`src/rtl/policy_pkg.sv`:
```
// Shared types and constants for the policy generator family.
package policy_pkg;

  typedef enum logic [1:0] {
    IDLE = 2'd0,
    SCAN = 2'd1,
    DONE = 2'd2
  } state_e;

  localparam logic [15:0] LFSR_SEED_DEF = 16'hACE1;
  localparam logic [15:0] LFSR16_TAPS   = 16'hB400;
  localparam int unsigned NO_ACTION     = 0;

endpackage

```
`src/rtl/policy_lfsr.sv`:
```
// Galois LFSR (right-shifting) with synchronous seed load; a zero seed is forced to 1.
module policy_lfsr #(
  parameter int unsigned W    = 16,
  parameter logic [W-1:0] TAPS = W'(16'hB400),
  parameter logic [W-1:0] SEED = W'(16'hACE1)
) (
  input  logic         clk,
  input  logic         rst,
  input  logic         step,
  input  logic         load,
  input  logic [W-1:0] seed,
  output logic [W-1:0] value
);

  logic [W-1:0] r_value;
  logic [W-1:0] w_next;

  assign w_next = r_value[0] ? ((r_value >> 1) ^ TAPS) : (r_value >> 1);

  // Load wins over step so software can reseed at any time.
  always_ff @(posedge clk) begin
    if (!rst) begin
      r_value <= SEED;
    end else if (load) begin
      r_value <= (seed == '0) ? W'(1) : seed;
    end else if (step) begin
      r_value <= w_next;
    end
  end

  assign value = r_value;

endmodule

```
`src/rtl/policy_gen_seq.sv`:
```
// Sequential argmax policy generator: masked signed greedy scan or epsilon-greedy
// random legal pick, one Q-value per cycle, fixed N_ACT+1 cycle latency.
module policy_gen_seq
  import policy_pkg::*;
#(
  parameter int unsigned        N_ACT     = 9,
  parameter int unsigned        Q_W       = 18,
  parameter int unsigned        IDX_W     = 4,
  parameter int unsigned        EPS_W     = 8,
  parameter int unsigned        LFSR_W    = 16,
  parameter logic [LFSR_W-1:0]  LFSR_SEED = LFSR_W'(LFSR_SEED_DEF),
  parameter logic [LFSR_W-1:0]  LFSR_TAPS = LFSR_W'(LFSR16_TAPS)
) (
  input  logic                   clk,
  input  logic                   rst,
  input  logic                   start,
  input  logic [N_ACT*Q_W-1:0]   q_flat,
  input  logic [N_ACT-1:0]       valid_mask,
  input  logic [EPS_W-1:0]       epsilon,
  input  logic                   seed_load,
  input  logic [LFSR_W-1:0]      seed,
  output logic                   busy,
  output logic                   done,
  output logic [IDX_W-1:0]       next_action,
  output logic                   no_action,
  output logic                   explored
);

  localparam int unsigned IW1 = IDX_W + 1;

  state_e                 r_state;
  state_e                 w_state_nxt;
  logic                   w_accept;
  logic                   w_scan;
  logic                   w_finish;

  logic [LFSR_W-1:0]      w_lfsr;
  logic                   w_explore;
  logic [IW1-1:0]         w_off_raw;
  logic [IW1-1:0]         w_off;

  logic [N_ACT*Q_W-1:0]   r_q;
  logic [N_ACT-1:0]       r_mask;
  logic                   r_mode;
  logic [IDX_W-1:0]       r_offset;
  logic [IDX_W-1:0]       r_k;
  logic                   r_best_valid;
  logic [IDX_W-1:0]       r_best_idx;
  logic signed [Q_W-1:0]  r_best_q;

  logic [IW1-1:0]         w_sum;
  logic [IW1-1:0]         w_idx_wide;
  logic [IDX_W-1:0]       w_idx;
  logic signed [Q_W-1:0]  w_q_k;
  logic                   w_valid_k;
  logic                   w_take;

  logic                   r_busy;
  logic                   r_done;
  logic [IDX_W-1:0]       r_next_action;
  logic                   r_no_action;
  logic                   r_explored;

  policy_lfsr #(
    .W    (LFSR_W),
    .TAPS (LFSR_TAPS),
    .SEED (LFSR_SEED)
  ) u_lfsr (
    .clk   (clk),
    .rst   (rst),
    .step  (w_accept),
    .load  (seed_load),
    .seed  (seed),
    .value (w_lfsr)
  );

  generate
    if (LFSR_W > EPS_W + IDX_W) begin : g_lfsr_spare
      logic w_lfsr_unused;
      assign w_lfsr_unused = ^w_lfsr[LFSR_W-1:EPS_W+IDX_W];
    end
  endgenerate

  // Mode and start offset are decided from the LFSR value present at the accepted start.
  assign w_explore = (w_lfsr[EPS_W-1:0] < epsilon);
  assign w_off_raw = {1'b0, w_lfsr[EPS_W+IDX_W-1:EPS_W]};
  assign w_off     = (w_off_raw >= IW1'(N_ACT)) ? (w_off_raw - IW1'(N_ACT)) : w_off_raw;

  always_ff @(posedge clk) begin
    if (!rst) begin
      r_state <= IDLE;
    end else begin
      r_state <= w_state_nxt;
    end
  end

  always_comb begin
    w_state_nxt = r_state;
    w_accept    = 1'b0;
    w_scan      = 1'b0;
    w_finish    = 1'b0;
    case (r_state)
      IDLE: begin
        if (start) begin
          w_state_nxt = SCAN;
          w_accept    = 1'b1;
        end
      end
      SCAN: begin
        w_scan = 1'b1;
        if (r_k == IDX_W'(N_ACT - 1)) begin
          w_state_nxt = DONE;
        end
      end
      DONE: begin
        w_finish    = 1'b1;
        w_state_nxt = IDLE;
      end
      default: begin
        w_state_nxt = IDLE;
      end
    endcase
  end

  // Index under examination: k in greedy mode, (offset + k) mod N_ACT when exploring.
  assign w_sum      = IW1'(r_offset) + IW1'(r_k);
  assign w_idx_wide = r_mode ? ((w_sum >= IW1'(N_ACT)) ? (w_sum - IW1'(N_ACT)) : w_sum)
                             : IW1'(r_k);
  assign w_idx      = IDX_W'(w_idx_wide);

  always_comb begin
    w_q_k     = '0;
    w_valid_k = 1'b0;
    for (int unsigned i = 0; i < N_ACT; i++) begin
      if (w_idx == IDX_W'(i)) begin
        w_q_k     = r_q[i*Q_W +: Q_W];
        w_valid_k = r_mask[i];
      end
    end
  end

  // Strict greater-than keeps the lower index on ties; explore keeps the first legal hit.
  assign w_take = w_valid_k &&
                  (r_mode ? !r_best_valid
                          : (!r_best_valid || (w_q_k > r_best_q)));

  always_ff @(posedge clk) begin
    if (!rst) begin
      r_q           <= '0;
      r_mask        <= '0;
      r_mode        <= 1'b0;
      r_offset      <= '0;
      r_k           <= '0;
      r_best_valid  <= 1'b0;
      r_best_idx    <= '0;
      r_best_q      <= '0;
      r_busy        <= 1'b0;
      r_done        <= 1'b0;
      r_next_action <= '0;
      r_no_action   <= 1'b0;
      r_explored    <= 1'b0;
    end else begin
      if (w_accept) begin
        r_q          <= q_flat;
        r_mask       <= valid_mask;
        r_mode       <= w_explore;
        r_offset     <= IDX_W'(w_off);
        r_k          <= '0;
        r_best_valid <= 1'b0;
        r_best_idx   <= '0;
        r_best_q     <= '0;
      end
      if (w_scan) begin
        r_k <= r_k + IDX_W'(1);
        if (w_take) begin
          r_best_valid <= 1'b1;
          r_best_idx   <= w_idx;
          r_best_q     <= w_q_k;
        end
      end
      r_busy <= (w_state_nxt != IDLE);
      r_done <= w_finish;
      if (w_finish) begin
        r_next_action <= r_best_valid ? r_best_idx : IDX_W'(NO_ACTION);
        r_no_action   <= !r_best_valid;
        r_explored    <= r_mode;
      end
    end
  end

  assign busy        = r_busy;
  assign done        = r_done;
  assign next_action = r_next_action;
  assign no_action   = r_no_action;
  assign explored    = r_explored;

endmodule

```
`config.mk`:
```
export PLATFORM = sky130hd
export DESIGN_NAME = policy_gen_seq
export DESIGN_NICKNAME = d
export VERILOG_FILES = /design/src/rtl/policy_pkg.sv /design/src/rtl/policy_lfsr.sv /design/src/rtl/policy_gen_seq.sv
export SDC_FILE = /design/constraint.sdc
export NUM_CORES = 1
export LEC_CHECK = 0
export CAP_MARGIN = 25
export CORE_UTILIZATION = 67
export DETAILED_ROUTE_END_ITERATION = 8
export DONT_BUFFER_PORTS = 1
export PLACE_DENSITY = 0.83
export REMOVE_ABC_BUFFERS = 1
export SLEW_MARGIN = 30
export SYNTH_ARGS = -nofsm -noshare
export SYNTH_HDL_FRONTEND = slang
export SYNTH_SLANG_ARGS = --single-unit
```
`constraint.sdc`:
```
create_clock -name clk -period 11.3 [get_ports clk]
set_input_delay 1.13 -clock clk [delete_from_list [all_inputs] [get_ports clk]]
set_output_delay 1.13 -clock clk [all_outputs]
set_load 0.01 [all_outputs]
```
# --- Yosys cells after proc, flatten, opt, wreduce, memory -nomap -nowiden ---
# Cells that the tools add are included.
totals:
  word_cells: 89
  input_bits: 199
  out_inout_bits: 8
  ff_bits: 229
op_classes:
  bitwise_logic: 1
  n_mux: 45
  n_addsub: 4
  n_reduce_logical: 9
  order_cmp: 4
  n_eq_ne: 11
ops:
  columns: ["operator", "n"]
  rows:
  - ["$mux 18", 12]
  - ["$mux 16", 4]
  - ["$mux 4", 9]
  - ["$gt 18x18->1", 1]
  - ["$mux 1", 17]
  - ["$eq 4x3->1 const B", 4]
  - ["$logic_not 16->1", 1]
  - ["$eq 4x2->1 const B", 2]
  - ["$eq 4x4->1 const B", 2]
  - ["$lt 8x8->1", 1]
  - ["$sub 4x4->4 const B", 2]
  - ["$reduce_bool 2->1", 3]
  - ["$add 4x4->5", 1]
  - ["$ge 5x4->1 const B", 1]
  - ["$add 4x1->4 const B", 1]
  - ["$eq 4x1->1 const B", 1]
  - ["$ge 4x4->1 const B", 1]
  - ["$logic_not 4->1", 1]
  - ["$mux 2", 2]
  - ["$not 3->4", 1]
  - ["$pmux 2 s2", 1]
  - ["$eq 2x1->1 const B", 1]
  - ["$eq 2x2->1 const B", 1]
  - ["$logic_not 2->1", 1]
  - ["3 further kinds", 3]

# --- Depth between registers and ports, before layout ---
logic_depth:
  ltp_word: 20
  mapped_depth: 29
  ltp_nobuf: 25

# --- Modules after synthesis ---
# Synthesis repeated with hierarchy kept, for this count alone.
unflattened:
  cells_unflattened: 1409
  area_unflattened_um2: 11374.7
by_module_without_submodules:
  columns: ["module", "seq_area_each_um2", "instances", "cells_per_inst", "area_per_inst_um2"]
  rows:
  - ["policy_gen_seq", 4264.1, 1, 1325, 10568.9]
  - ["policy_lfsr", 320.3, 1, 84, 805.8]

# --- Worst setup path after synthesis ---
# No wires, ideal clock.
synth_timing:
  path_kind: "reg-to-reg"
  startpoint: "reg r_k[0]"
  endpoint: "reg r_best_q[1]"
  stages_incl_launch_ff: 28
  path_slack_ns: 5.928
  required_ns: 11.184
  setup_ns: 0.116
  period_less_slack_ns: 5.372
  n_path_buf: 3
  arrival_ns: 5.256
  cell_sequence: "dfxtp_1 > ha_1 > inv_1 > fa_1 > ha_1 > or3b_1 > nand3_1 > o32ai_1 > and2_1 > buf_6 > nor2_2 > buf_2 > nor2_1 > nand2_1 > a21oi_1 > a2111oi_0 > nor2_1 > ha_1 > a21o_1 > a21oi_1 > nor2b_1 > o31ai_1 > o2111ai_1 > a21boi_0 > a211oi_4 > and2_4 > buf_6 > a31o_1"
synth_between:
  elab_chain_cells: 20
synth_lines:
  columns: ["item", "line_no", "rtl"]
  rows:
  - ["start, declared", "policy_gen_seq.sv:46", "logic [IDX_W-1:0] r_k;"]
  - ["start signal, assigned", "policy_gen_seq.sv:174", "r_k <= r_k + IDX_W'(1);"]
  - ["$add 4x4->5", "policy_gen_seq.sv:126", "assign w_sum = IW1'(r_offset) + IW1'(r_k);"]
  - ["$sub 4x4->4 / $ge 5x4->1 (equally long branches)", "policy_gen_seq.sv:127", "assign w_idx_wide = r_mode ? ((w_sum >= IW1'(N_ACT)) ? (w_sum - IW1'(N_ACT)) : w_sum)"]
  - ["$mux 4", "policy_gen_seq.sv:127", null]
  - ["$mux 4 *", "policy_gen_seq.sv:127", null]
  - ["$logic_not 4->1", "policy_gen_seq.sv:135", "if (w_idx == IDX_W'(i)) begin"]
  - ["$mux 18 (9 in a row)", "policy_gen_seq.sv:135", null]
  - ["$gt 18x18->1", "policy_gen_seq.sv:145", ": (!r_best_valid || (w_q_k > r_best_q)));"]
  - ["$logic_or 1x1->1", "policy_gen_seq.sv:145", null]
  - ["$mux 1", "policy_gen_seq.sv:144", "(r_mode ? !r_best_valid"]
  - ["$logic_and 1x1->1", "policy_gen_seq.sv:143", "assign w_take = w_valid_k &&"]
  - ["$mux 18 *", "policy_gen_seq.sv:175", "if (w_take) begin"]
  - ["$mux 18 *", "policy_gen_seq.sv:173", "if (w_scan) begin"]
  - ["end signal, assigned", "policy_gen_seq.sv:178", "r_best_q <= w_q_k;"]
  - ["end, declared", "policy_gen_seq.sv:49", "logic signed [Q_W-1:0] r_best_q;"]
# Mark *: on every way between the ends. The rest lies on a longest branch, timed or not.
# A chain may end at the register's enable or synchronous reset.

# --- Final worst setup path ---
layout_timing:
  startpoint: "reg r_k[0]"
  endpoint: "reg r_best_q[17]"
# Same word-level chain as after synthesis.

==> metrics.txt <==
Root Buffer Master=clkbuf_16; Via-to-Cell Ratio=6.24; GRT Total Usage=between 30% and 40%; vias in the first global route=9057; worst-path fanout max=27; Peak VDD IR=~130 uV; DRC Markers=0; Post-synth EDFFs=0; ranking of synthesized cells by area=dfxtp_1 42%, nand2_1 16%, a21oi_1 10%; Yosys top cell by area=dfxtp_1; clk buf depth=3; Slew HR=41.3%; largest net degree at the start of global routing=approximately 120; crit path launch type=flip-flop; CP Capture Type=flip-flop; YS warnings=0; final-stage net count=about 1600; DIE AREA=16900 um2; flops & latches, synth=roughly 230; Area Growth Syn to Fin=6.64%; Worst Setup SP=r_k[0]$_SDFFE_PN0P_; post-DP HPWL=approximately 19 mm; Pint=between 1 and 1.5 mW; worst r2r path cells=26; CTS tree=yes; Routed Antenna Nets=0; leak pwr=4.51 nW; number of setup buffers added after CTS=0; clock sinks=approximately 230; status=finished clean; Distinct cells, synth=approximately 80; Via Count=10054; min Tclk post-route=6.59 ns; FF-to-FF End=r_best_q[17]$_SDFF_PN0_; first-pass GRT wire length=roughly 45 mm; gpl congestion=between 0.8 and 0.9; PwrDens=~170 nW/um2; syn avg cell area=7.61 um2; cells after synthesis=roughly 1400; Switching Share=~27%; die height=~130 um; switching pwr=0.534 mW; initial antenna violation count=0; CP max stage delay=0.70 ns; # setup viols final=0; Post-CTS Resized=0; Clock Latency Late Sink=about 0.52 ns; first-pass iteration count of the detailed router=7; Pwr Total=1.97 mW; Slew Viols, Final=0; worst-margin pin slew=roughly 0.86 ns; Die Wd=~130 um; # IOs=just over 200; top-count cell post-synth=nand2_1; hold crit path type=reg -> reg; grt ovf=0; n_diodes=0; Crit Path Category=reg -> reg; f_max=about 0.15 GHz; Post-synth ARST share=0%; final clock skew=between 0.02 and 0.025 ns; most frequent CP cell=ha_1; total CTS buffers=24; Placement Rows=between 40 and 50; hold buffer count at CTS=0; initial core utilization=slightly below 70%; DRT Wirelength=between 20 and 30 mm; H-tree levels=1; Data arrival, critical path=about 7 ns; Reg-to-Reg Start=r_k[0]$_SDFFE_PN0P_; reg-to-reg setup timing slack=4.71 ns; RSZ-0062 raised after global routing=no; wire per inst=18.0 um; setup TNS=0 ns; Synth top cells by count=455 x nand2_1, 230 x a21oi_1, 229 x dfxtp_1, 79 x nor2_1, 76 x clkbuf_1; Comb power frac=~15%; fraction of layout cells with a size suffix above 1=roughly 6.1%; Worst path slowest cell=a2111oi_0; Top FF cell, synth=dfxtp_1; Clk pwr share=40.3%; Max-Cap Viols=0; WP data required=approximately 12 ns; DR iter-0 viols=approximately 840; top cell type's share of synthesized area=a little over two fifths; Seq/Total Area, Yosys=between 40% and 50%; Flop pwr share=44.9%; IO buf count=0; Final Cycle Share=58.4%; Final Hold Fails=0; core area=around 16000 um2; CTS clk-pin slew, worst paths=roughly 0.07 ns; Post-Syn Area=~11000 um2; Critical path destination=r_best_q[17]$_SDFF_PN0_
==> power by group through the flow <==
stage / clock network, mW / logic (mW) / registers [mW]
after floorplan: 0 / 0.224 / 0.889
after global placement: 0 / 0.274 / 0.899
after detailed placement: 0 / 0.282 / 0.900
after CTS: 0.798 / 0.285 / 0.883
after global routing: 0.836 / 0.325 / 0.888
final: 0.794 / 0.290 / 0.884
==> flip-flops by register name (all words and copies together) (netlist names) <==
name	cells
r_offset	4
r_k	4
r_mode	1
next_action	4
r_state	2
explored	1
no_action	1
u_lfsr.value	16
done	1
r_mask	9
r_q	162
r_best_idx	4
busy	1
r_best_q	18
r_best_valid	1
==> metrics by stage <==
stage / hold slack (ns) / cell area (um2) / util, % / worst slack (ns) / std cells
after CTS: 0.454 / 11700 / 73.5 / 4.77 / 1610
after global routing: 0.466 / 11700 / 73.6 / 4.29 / 1610
final: 0.454 / 11700 / 73.6 / 4.71 / 1610
after global placement: 0.442 / 10900 / 68.5 / 5.08 / 1570
after floorplan: 0.431 / 10600 / - / 5.51 / 1347
after detailed placement: 0.446 / 10900 / 68.6 / 4.80 / 1570
==> critical path, delay by kind of cell (launching register included) <==
family / cells / cell delay, ns
AO/OA/AOI/OAI: 10 / 2.31
adder cells (fa/ha/maj): 4 / 1.24
buffers and inverters: 2 / 0.39
flip-flops: 1 / 0.37
AND/OR/NAND/NOR: 10 / 2.20
==> how the worst min path moves through the flow <==
stage / start / cells past startpoint / to / slack (ns)
after CTS: r_q[119]$_SDFFE_PN0P_ / 2 / r_q[119]$_SDFFE_PN0P_ / 0.45
after global placement: r_q[6]$_SDFFE_PN0P_ / 2 / r_q[6]$_SDFFE_PN0P_ / 0.44
final: r_q[115]$_SDFFE_PN0P_ / 2 / r_q[115]$_SDFFE_PN0P_ / 0.45
after detailed placement: r_q[119]$_SDFFE_PN0P_ / 2 / r_q[119]$_SDFFE_PN0P_ / 0.45
after global routing: r_q[11]$_SDFFE_PN0P_ / 2 / r_q[11]$_SDFFE_PN0P_ / 0.47
after floorplan: r_mask[0]$_SDFFE_PN0P_ / 2 / r_mask[0]$_SDFFE_PN0P_ / 0.43
==> cell type report <==
class | count | area (um2)
clock buffers | 36 | 717
clock inverters | 4 | 73.8
fillers | 1307 | 4210
inverters | 35 | 136
multi-input cells | 1083 | 5890
flip-flops and latches | 229 | 4580
well taps | 216 | 270
repair buffers | 7 | 63.8
==> logic make-up (layout without fill, tap and decap cells) <==
group                      count (synthesis)  count (layout)  share of synthesized area (%)
buffers and inverters                    135              82                           5.04
DFF                                      229             229                           41.7
xor gates and xnor gates                   7               7                          0.625
AOI/OAI and AO/OA                        383             383                           22.2
adders and majority gates                 36              36                           4.16
and+or+nand+nor                          637             637                           24.5
muxes                                     20              20                           1.89
==> routing by layer <==
| layer | vias up | part of all wire, % | track usage, % |
|---|---|---|---|
| met5 | - | 0 | 0 |
| met4 | 0 | 3.4 | 13.7 |
| met3 | 78 | 7.9 | 4.47 |
| met2 | 484 | 45 | 54.4 |
| met1 | 4669 | 43 | 45.2 |
| li1 | 4823 | - | - |
==> cell usage in the layout (no fill, tap or decap), types with 5 or more instances in the layout <==
master / synthesis / final
inv_1: 35 / 34
o211ai_1: 6 / 6
nor4_1: 7 / 7
o31ai_1: 5 / 5
a22oi_1: 5 / 5
a21o_1: 16 / 16
clkbuf_16: 0 / 25
mux2_2: 6 / 6
dfxtp_1: 229 / 229
nor2_1: 79 / 79
clkbuf_8: 0 / 5
o41ai_2: 9 / 9
a2111oi_0: 7 / 5
nor2b_1: 7 / 7
a32oi_1: 6 / 6
nand2_1: 455 / 453
and3_1: 12 / 12
nand2_2: 4 / 5
a41o_1: 5 / 5
o21a_1: 5 / 5
mux2i_1: 14 / 14
o22ai_1: 9 / 9
nand3_1: 20 / 20
ha_1: 35 / 35
a21oi_1: 230 / 230
nand2b_1: 5 / 5
nand4_1: 16 / 16
nor3_1: 7 / 7
a211oi_1: 7 / 7
clkbuf_1: 76 / 6
o21ai_0: 24 / 24
(Power assumes the default switching activity.)
